$ cat src/rtl/usb_crc_pkg.sv
// usb_crc_pkg: shared definitions for the USB serial CRC encoder and decoder.
//   - Generator polynomials, without the x^N term.
//   - Good-packet residues that a receiver's CRC register holds after it has
//     consumed the payload plus the transmitted CRC field.
//   - Encoder state type and a small constant helper.
package usb_crc_pkg;

  localparam logic [15:0] CRC16_POLY    = 16'h8005;
  localparam logic [4:0]  CRC5_POLY     = 5'h05;
  localparam logic [15:0] CRC16_RESIDUE = 16'h800D;
  localparam logic [4:0]  CRC5_RESIDUE  = 5'h0C;

  typedef enum logic [1:0] {
    IDLE = 2'd0,
    PID  = 2'd1,
    DATA = 2'd2,
    CRC  = 2'd3
  } enc_state_t;

  // Largest of three sizes. Used to width the per-field bit counter.
  function automatic int max3(input int a, input int b, input int c);
    int m;
    m = (a > b) ? a : b;
    return (m > c) ? m : c;
  endfunction

endpackage

$ cat src/rtl/usb_crc_encoder_lfsr_step.sv
// crc_lfsr_step: one serial step of an MSB-first CRC register. Purely
// combinational, so the decoder can reuse it.
//   crc_in  : current CRC register value
//   bit_in  : data bit being absorbed
//   crc_out : register value after absorbing bit_in
// Parameters: CRC_WIDTH (register width), POLY (generator without x^CRC_WIDTH).
module crc_lfsr_step #(
  parameter int                   CRC_WIDTH = 16,
  parameter logic [CRC_WIDTH-1:0] POLY      = 16'h8005
) (
  input  logic [CRC_WIDTH-1:0] crc_in,
  input  logic                 bit_in,
  output logic [CRC_WIDTH-1:0] crc_out
);

  logic fb;

  assign fb = crc_in[CRC_WIDTH-1] ^ bit_in;

  // Shift left by one and fold the feedback into the tapped positions.
  assign crc_out[0] = fb & POLY[0];
  for (genvar gi = 1; gi < CRC_WIDTH; gi++) begin : g_bit
    assign crc_out[gi] = crc_in[gi-1] ^ (fb & POLY[gi]);
  end

endmodule

$ cat src/rtl/usb_crc_encoder.sv
// usb_crc_encoder: serialises one parallel packet from the protocol handler.
// The order on the wire is:
//   1. the PID, LSB-first;
//   2. the payload, LSB-first;
//   3. the complemented CRC of the payload, MSB-first.
// Data and token packets use the same module with different parameters
// (CRC16 with a 64-bit payload, or CRC5 with an 11-bit payload).
//
// Ports:
//   clock, reset   : rising-edge clock, asynchronous active-high reset
//   pkt_ready      : protocol handler offers pkt_in (sampled only in IDLE)
//   pkt_in         : {payload, pid}, with the PID in the low PID_BITS bits
//   pkt_len        : payload byte count (only with USB_CRC_VARLEN_EN)
//   pkt_taken      : one-cycle pulse when the packet is captured
//   bs_ready       : bit-stuffer accepts out_bit this cycle
//   out_bit        : current serial bit (held while bs_ready is low)
//   crc_valid_out  : out_bit is valid
//   pkt_done       : one-cycle pulse after the last CRC bit is transferred
//
// Optional build macro USB_CRC_VARLEN_EN:
//   - adds pkt_len, so only pkt_len*8 payload bits are sent;
//   - pkt_len is clamped to PAYLOAD_BITS/8;
//   - pkt_len == 0 goes straight from PID to CRC, which gives a 0000 CRC field.
module usb_crc_encoder
  import usb_crc_pkg::*;
#(
  parameter int                   PID_BITS     = 8,
  parameter int                   PAYLOAD_BITS = 64,
  parameter int                   CRC_WIDTH    = 16,
  parameter logic [CRC_WIDTH-1:0] POLY         = CRC_WIDTH'(CRC16_POLY)
) (
  input  logic                             clock,
  input  logic                             reset,
  input  logic                             pkt_ready,
  input  logic [PID_BITS+PAYLOAD_BITS-1:0] pkt_in,
`ifdef USB_CRC_VARLEN_EN
  input  logic [$clog2(PAYLOAD_BITS/8+1)-1:0] pkt_len,
`endif
  output logic                             pkt_taken,
  input  logic                             bs_ready,
  output logic                             out_bit,
  output logic                             crc_valid_out,
  output logic                             pkt_done
);

  localparam int PKT_BITS = PID_BITS + PAYLOAD_BITS;
  localparam int CNT_W    = $clog2(max3(PID_BITS, PAYLOAD_BITS, CRC_WIDTH) + 1);

  localparam logic [CNT_W-1:0] PID_LAST  = CNT_W'(PID_BITS - 1);
  localparam logic [CNT_W-1:0] DATA_LAST = CNT_W'(PAYLOAD_BITS - 1);
  localparam logic [CNT_W-1:0] CRC_LAST  = CNT_W'(CRC_WIDTH - 1);

  if (!(CRC_WIDTH == 5 || CRC_WIDTH == 16)) begin : g_bad_crc_width
    $error("usb_crc_encoder: CRC_WIDTH must be 5 or 16");
  end
  if (PAYLOAD_BITS < 1) begin : g_bad_payload
    $error("usb_crc_encoder: PAYLOAD_BITS must be at least 1");
  end

  enc_state_t           state_reg;
  logic [PKT_BITS-1:0]  shift_reg;
  logic [CRC_WIDTH-1:0] crc_reg;
  logic [CRC_WIDTH-1:0] crc_next;
  logic [CNT_W-1:0]     cnt_reg;
  logic                 out_bit_reg;
  logic                 valid_reg;
  logic                 taken_reg;
  logic                 done_reg;
  logic                 xfer;
  logic [CNT_W-1:0]     data_last;
  logic                 has_data;

`ifdef USB_CRC_VARLEN_EN
  localparam int MAX_BYTES = PAYLOAD_BITS / 8;

  if (PAYLOAD_BITS % 8 != 0) begin : g_bad_varlen
    $error("usb_crc_encoder: PAYLOAD_BITS must be a multiple of 8 with variable length");
  end

  logic [CNT_W-1:0] len_bits;
  logic [CNT_W-1:0] data_bits_reg;

  always_comb begin
    len_bits = CNT_W'(PAYLOAD_BITS);
    if (int'(pkt_len) <= MAX_BYTES) begin
      len_bits = CNT_W'(int'(pkt_len) * 8);
    end
  end

  always_ff @(posedge clock or posedge reset) begin
    if (reset) begin
      data_bits_reg <= '0;
    end else if (state_reg == IDLE && pkt_ready) begin
      data_bits_reg <= len_bits;
    end
  end

  assign data_last = data_bits_reg - CNT_W'(1);
  assign has_data  = (data_bits_reg != '0);
`else
  assign data_last = DATA_LAST;
  assign has_data  = 1'b1;
`endif

  // The bit on the wire is the one that updates the CRC.
  crc_lfsr_step #(
    .CRC_WIDTH (CRC_WIDTH),
    .POLY      (POLY)
  ) u_step (
    .crc_in  (crc_reg),
    .bit_in  (out_bit_reg),
    .crc_out (crc_next)
  );

  assign xfer = valid_reg & bs_ready;

  // shift_reg[0] is always the bit on the wire. The next bit to present is
  // therefore shift_reg[1], in both the PID phase and the payload phase.
  always_ff @(posedge clock or posedge reset) begin
    if (reset) begin
      state_reg   <= IDLE;
      shift_reg   <= '0;
      crc_reg     <= '0;
      cnt_reg     <= '0;
      out_bit_reg <= 1'b0;
      valid_reg   <= 1'b0;
      taken_reg   <= 1'b0;
      done_reg    <= 1'b0;
    end else begin
      taken_reg <= 1'b0;
      done_reg  <= 1'b0;
      case (state_reg)
        IDLE: begin
          if (pkt_ready) begin
            shift_reg   <= pkt_in;
            crc_reg     <= '1;
            cnt_reg     <= '0;
            taken_reg   <= 1'b1;
            valid_reg   <= 1'b1;
            out_bit_reg <= pkt_in[0];
            state_reg   <= PID;
          end
        end
        PID: begin
          if (xfer) begin
            shift_reg <= shift_reg >> 1;
            if (cnt_reg == PID_LAST) begin
              cnt_reg <= '0;
              if (has_data) begin
                state_reg   <= DATA;
                out_bit_reg <= shift_reg[1];
              end else begin
                // Zero-length payload: the CRC is still all ones, so the
                // field goes out as zeros.
                state_reg   <= CRC;
                out_bit_reg <= ~crc_reg[CRC_WIDTH-1];
              end
            end else begin
              cnt_reg     <= cnt_reg + CNT_W'(1);
              out_bit_reg <= shift_reg[1];
            end
          end
        end
        DATA: begin
          if (xfer) begin
            shift_reg <= shift_reg >> 1;
            crc_reg   <= crc_next;
            if (cnt_reg == data_last) begin
              cnt_reg     <= '0;
              state_reg   <= CRC;
              out_bit_reg <= ~crc_next[CRC_WIDTH-1];
            end else begin
              cnt_reg     <= cnt_reg + CNT_W'(1);
              out_bit_reg <= shift_reg[1];
            end
          end
        end
        CRC: begin
          if (xfer) begin
            // Shift the CRC up so that its next MSB is always in bit CRC_WIDTH-1.
            crc_reg <= crc_reg << 1;
            if (cnt_reg == CRC_LAST) begin
              cnt_reg     <= '0;
              state_reg   <= IDLE;
              valid_reg   <= 1'b0;
              done_reg    <= 1'b1;
              out_bit_reg <= 1'b0;
            end else begin
              cnt_reg     <= cnt_reg + CNT_W'(1);
              out_bit_reg <= ~crc_reg[CRC_WIDTH-2];
            end
          end
        end
        default: state_reg <= IDLE;
      endcase
    end
  end

  assign out_bit       = out_bit_reg;
  assign crc_valid_out = valid_reg;
  assign pkt_taken     = taken_reg;
  assign pkt_done      = done_reg;

endmodule

$ cat config.mk
export PLATFORM = sky130hd
export DESIGN_NAME = usb_crc_encoder
export DESIGN_NICKNAME = d
export VERILOG_FILES = /design/src/rtl/usb_crc_pkg.sv /design/src/rtl/usb_crc_encoder_lfsr_step.sv /design/src/rtl/usb_crc_encoder.sv
export SDC_FILE = /design/constraint.sdc
export NUM_CORES = 1
export LEC_CHECK = 0
export CAP_MARGIN = 20
export CORE_UTILIZATION = 45
export CTS_CLUSTER_DIAMETER = 50
export CTS_CLUSTER_SIZE = 8
export DETAILED_ROUTE_END_ITERATION = 12
export GPL_TIMING_DRIVEN = 0
export HOLD_SLACK_MARGIN = 0.06
export PLACE_DENSITY = 0.78
export SLEW_MARGIN = 40
export SYNTH_ARGS = -nofsm -noshare
export SYNTH_HDL_FRONTEND = slang
export SYNTH_SLANG_ARGS = --single-unit
$ cat constraint.sdc
create_clock -name clock -period 9.2 [get_ports clock]
set_input_delay 1.38 -clock clock [delete_from_list [all_inputs] [get_ports clock]]
set_output_delay 1.38 -clock clock [all_outputs]
set_load 0.02 [all_outputs]
# --- Yosys cells after proc, flatten, opt, wreduce, memory -nomap -nowiden ---
# Index checks and enable logic that the tools add are counted.
word_totals:
  inputBits: 76
  reg_bits: 101
  wordCells: 78
  output_inout_bits: 4
classes:
  n_eq_ne: 14
  bitwise: 6
  reduce_logical: 10
  muxes: 39
  add_sub_neg: 1
op_table:
  columns: ["operator", "count"]
  rows:
  - ["$mux 72", 2]
  - ["$pmux 72 s2", 1]
  - ["$mux 7", 7]
  - ["$mux 16", 3]
  - ["$pmux 16 s3", 1]
  - ["$pmux 7 s4", 1]
  - ["$mux 1", 14]
  - ["$mux 2", 7]
  - ["$ne 2x2->1 const B", 7]
  - ["$reduce_and 4->1", 3]
  - ["$pmux 2 s4", 1]
  - ["$add 7x1->7 const B", 1]
  - ["$eq 7x3->1 const B", 1]
  - ["$eq 7x4->1 const B", 1]
  - ["$eq 7x6->1 const B", 1]
  - ["$reduce_and 7->1", 1]
  - ["$eq 2x2->1 const B", 2]
  - ["$pmux 1 s4", 1]
  - ["$reduce_bool 2->1", 2]
  - ["$reduce_and 3->1", 1]
  - ["$reduce_bool 3->1", 1]
  - ["$xor 1x1->1", 3]
  - ["$eq 2x1->1 const B", 1]
  - ["$logic_not 2->1", 1]
  - ["other kinds (5)", 6]

# --- Logic depth before layout (Yosys ltp) ---
depth:
  word_depth: 6
  ltp_mapped: 10
  ltp_nobuf: 7

# --- Cells and area by module ---
# A second synthesis with hierarchy kept.
hier_totals:
  hier_cells: 498
  area_unflattened_um2: 4971.0
modules_own_cells:
  columns: ["module", "area_each_um2", "cells_per_inst", "seq_area_each_um2", "instances"]
  rows:
  - ["usb_crc_encoder", 4809.6, 481, 2502.4, 1]
  - ["crc_lfsr_step", 161.4, 17, 0.0, 1]

# --- Worst setup path after synthesis ---
# OpenSTA, ideal clock, no wires.
synth_path:
  path_type: "input-to-reg"
  startpoint: "in bs_ready"
  endpoint: "reg shift_reg[51]"
  setup_time_ns: 0.077
  stages: 7
  setup_slack_ns: 6.670
  arrival_time_ns: 2.453
  path_buffers: 2
  required_time_ns: 9.123
  path_cell_list: "nand2_1 -> mux2_2 -> nor2_1 -> buf_2 -> buf_2 -> nor2_1 -> a21oi_1"
synth_via:
  elab_chain_len: 3
synth_lines:
  columns: ["item", "line_no", "rtl"]
  rows:
  - ["start, declared", "usb_crc_encoder.sv:40", "input logic bs_ready,"]
  - ["$and 1x1->1", "usb_crc_encoder.sv:115", "assign xfer = valid_reg & bs_ready;"]
  - ["$ne 2x1->1 (no line)", null, null]
  - ["$reduce_and 3->1 (no line)", null, null]
  - ["end signal, assigned", "usb_crc_encoder.sv:135", "shift_reg <= pkt_in;"]
  - ["end signal, assigned", "usb_crc_encoder.sv:146", "shift_reg <= shift_reg >> 1;"]
  - ["end signal, assigned", "usb_crc_encoder.sv:166", "shift_reg <= shift_reg >> 1;"]
  - ["end, declared", "usb_crc_encoder.sv:61", "logic [PKT_BITS-1:0] shift_reg;"]
# Every way passes these cells.
# A chain may end at the register's enable or synchronous reset.

# --- Final worst setup path ---
layout_path:
  startpoint: "in bs_ready"
  endpoint: "reg shift_reg[44]"
# Same word-level chain as after synthesis.

==> impl_metrics.py <==
metrics = {
    "drt": {
        "post_drt_wl_per_cell_um": 14.39,
        "antenna_left": 0,
        "wirelength_mm": 10.19,
        "drcViolationCount": 0,
        "via_per_inst": 5.177,
        "first_pass_iters": 4,
        "vias": 3665,
        "drt_iter0_drc": 213,
    },
    "clocking": {
        "cts_tree": "done",
        "clockBufferDepth": 2,
        "cts_inserted_buffers": 9,
        "post_cts_resized": 0,
        "cts.sinks": 100,
        "worstSkewPairLatency_ns": 0.37,
        "cts_root_buffer": "clkbuf_8",
        "clk_pin_slew_ns": 0.09,
        "h-tree-depth": 3,
        "ctsHoldBuffers": 0,
        "cts_setup_buffers": 0,
    },
    "layout": {
        "fillers": 872,
        "drive_above_1_share_pct": 7.517,
        "final_nets": 649,
        "syn_to_final_growth_pct": 25.49,
        "largest_reg_flops": 71,
        "diodes": 0,
        "finish.utilization_pct": 57.99,
    },
    "power": {
        "combPwrFrac_pct": 53.7,
        "p_per_area_nw_per_um2": 371.3,
        "p_seq_share_pct": 32.2,
        "fin_total_pwr_uw": 2223,
        "intPower_uw": 1292,
        "swShare_pct": 41.87,
        "power.share.clock_pct": 14.1,
        "switching_power_uw": 930.6,
        "vdd_drop_max_mv": 0.1712,
        "p_leak_uw": 0.002525,
    },
    "timing": {
        "slew_viol_final": 0,
        "setup_viol": 0,
        "worst_slew_pin_slew_ns": 0.7620,
        "fin_tns_setup_ns": 0,
        "fin_skew_ns": 0.009192,
        "period_share_pct": 34.16,
        "fin_hold_ws_ns": 0.5150,
        "max_freq_mhz": 318.2,
        "period_minus_slack_ns": 3.143,
        "finalHoldViolCount": 0,
        "slew_headroom_pct": 49.20,
        "rsz0062_at_grt": "false",
    },
    "floorplanning": {
        "row_count": 37,
        "dieArea_um2": 11020,
        "ios": 80,
        "dieHeight_um": 105.0,
        "die_w_um": 105.0,
        "coreArea_um2": 10320,
        "initial_core_util_pct": 46.21,
    },
    "synthesis": {
        "synthTopCellsByCount": "nor2_1 (101), dfrtp_1 (100), a21oi_1 (85), mux2i_1 (74)",
        "ys_seq_area_share_pct": 52.45,
        "synth_cell_types": 43,
        "netlist_area_um2": 4771,
        "yosysWarnings": 0,
        "synth_compound_area_share_pct": 13.79,
        "synth_top_family_by_area": "multiplexers",
        "synth.most_common_cell": "nor2_1",
        "synthAdderAreaFrac_pct": 1.311,
        "synth_area_leaders": "dfrtp_1 (52%), mux2i_1 (16%), a21oi_1 (8.9%), nor2_1 (7.9%), buf_2 (1.4%)",
        "synth_nets": 558,
        "synth_seq_cells": 100,
        "synth_edf_count": 0,
        "syn_inst": 477,
        "synthXorXnorAreaFrac_pct": 0.1836,
        "synthSimpleGateAreaFrac_pct": 12.25,
        "synth_top_area_share_pct": 52.45,
        "synthMuxAreaShare_pct": 16.23,
        "async_reset_ff_share_pct": 100.0,
        "avgSynthCellArea_um2": 10.00,
        "ys.flop_type": "dfrtp_1",
        "yosys.area.top_type": "dfrtp_1",
    },
    "worst_setup_path": {
        "critPathBufInv": 3,
        "crit_family": "buffers and inverters",
        "cp_slowest_cell": "clkdlybuf4s50_1",
        "crit_required_ns": 9.49,
        "cp-start-kind": "input port",
        "cp-end-kind": "flop",
        "cpPeakStageDelay_ns": 0.52,
        "crit_fanout": 10,
        "path_cells": "clkdlybuf4s50_1, nand2_1, mux2_2, nor2_1, buf_2, buf_2, nor2_1, a21oi_1",
        "crit_type": "in2reg",
        "crit_arrival_ns": 3.43,
    },
    "job": {
        "maxCapViolations": 0,
    },
    "status": {
        "status": "finished clean",
    },
    "hold_path": {
        "hp-class": "reg2reg",
    },
    "global_routing": {
        "grt_pass1_wl_mm": 17.11,
        "antenna_found_initial": 0,
        "grt_pass1_vias": 3673,
        "grt_max_degree": 63,
        "globalRouteTotalUtil_pct": 19.56,
        "grt.overflow.total": 0,
    },
    "placed_design": {
        "portBuffers": 79,
        "dp_hpwl_mm": 7.293,
        "routabilityCongestion": 0.8340,
    },
}
layer usage:
metal | routed length (um) | vias to the layer above | GRT usage, %
li1 | - | 1832 | -
met1 | 4680 | 1750 | 24.40
met2 | 4934 | 76 | 32.78
met3 | 472 | 7 | 5.427
met4 | 98 | 0 | 6.439
met5 | 0 | - | 0
cells in the final DEF (no fill, tap or decap), types with 2 or more instances in the layout:
cell type / Yosys / routed
inv_6: 0 / 2
bufinv_16: 0 / 2
nand3_1: 8 / 8
mux2_2: 3 / 3
o31ai_2: 2 / 2
nand3b_1: 2 / 2
clkdlybuf4s50_1: 0 / 79
nor2b_1: 3 / 3
o31a_1: 3 / 3
nand2_1: 13 / 13
nor3_1: 3 / 3
a31oi_1: 2 / 2
clkbuf_1: 13 / 13
buf_1: 3 / 3
dfrtp_1: 100 / 100
clkbuf_8: 1 / 11
buf_2: 13 / 13
a21oi_1: 85 / 85
ha_1: 5 / 5
mux2i_1: 74 / 74
o211ai_1: 2 / 2
nor2_1: 101 / 101
inv_1: 8 / 7
o21ai_0: 11 / 11
metrics by stage:
stage / instances / area [um^2] / worst slack (ns)
2_1_floorplan: 477 / 4771 / 5.201
5_1_grt: 708 / 5987 / 5.926
3_3_place_gp: 692 / 5732 / 3.808
6_report: 708 / 5987 / 6.057
4_1_cts: 708 / 5987 / 6.056
3_5_place_dp: 693 / 5767 / 5.671
kinds of logic (layout without fill, tap and decap cells):
| group | Yosys count | in the layout |
|---|---|---|
| AND/OR/NAND/NOR | 139 | 139 |
| AO/OA/AOI/OAI | 116 | 116 |
| flip-flops | 100 | 100 |
| multiplexers | 77 | 77 |
| buffers and inverters | 39 | 134 |
| adder cells (fa/ha/maj) | 5 | 5 |
| XOR/XNOR | 1 | 1 |
final cells by class:
type                    instances  area, um^2  share of cell area [%]
well taps                     136       170.2                   2.842
inverters                       8       37.54                  0.6270
clock buffers                  10       137.6                   2.299
multi-input cells             338        2088                   34.88
repair buffers                 80       818.3                   13.67
plain buffers                  31       150.1                   2.508
flip-flops and latches        100        2502                   41.80
clock inverters                 5       82.58                   1.379
tightest hold or removal path: cells and delay by family (launching register included):
kind            cells  cell delay [ns]
flops               1             0.35
compound gates      1             0.08
simple gates        1             0.06
power by group through the flow:
stage | clock network (uW) | registers (uW) | logic, uW
3_5_place_dp | 0 | 723 | 1200
4_1_cts | 323 | 715 | 1200
5_1_grt | 340 | 736 | 1330
3_3_place_gp | 0 | 714 | 1160
2_1_floorplan | 0 | 702 | 945
6_report | 314 | 716 | 1190
worst paths after layout:
| path | cells past startpoint | slack, ns | from | to |
|---|---|---|---|---|
| max in group asynchronous | 3 | 7.21 | reset | shift_reg[53]$_DFFE_PP0P_ |
| hold reg to reg | 2 | 0.52 | shift_reg[71]$_DFFE_PP0P_ | shift_reg[71]$_DFFE_PP0P_ |
| setup reg to reg | 9 | 6.62 | state_reg[0]$_DFFE_PP0P_ | shift_reg[44]$_DFFE_PP0P_ |
| min in group asynchronous | 2 | 1.39 | reset | shift_reg[12]$_DFFE_PP0P_ |
| hold / removal | 2 | 0.52 | shift_reg[71]$_DFFE_PP0P_ | shift_reg[71]$_DFFE_PP0P_ |
| setup / recovery | 8 | 6.06 | bs_ready | shift_reg[44]$_DFFE_PP0P_ |
Power figures use the tool's default switching activity.
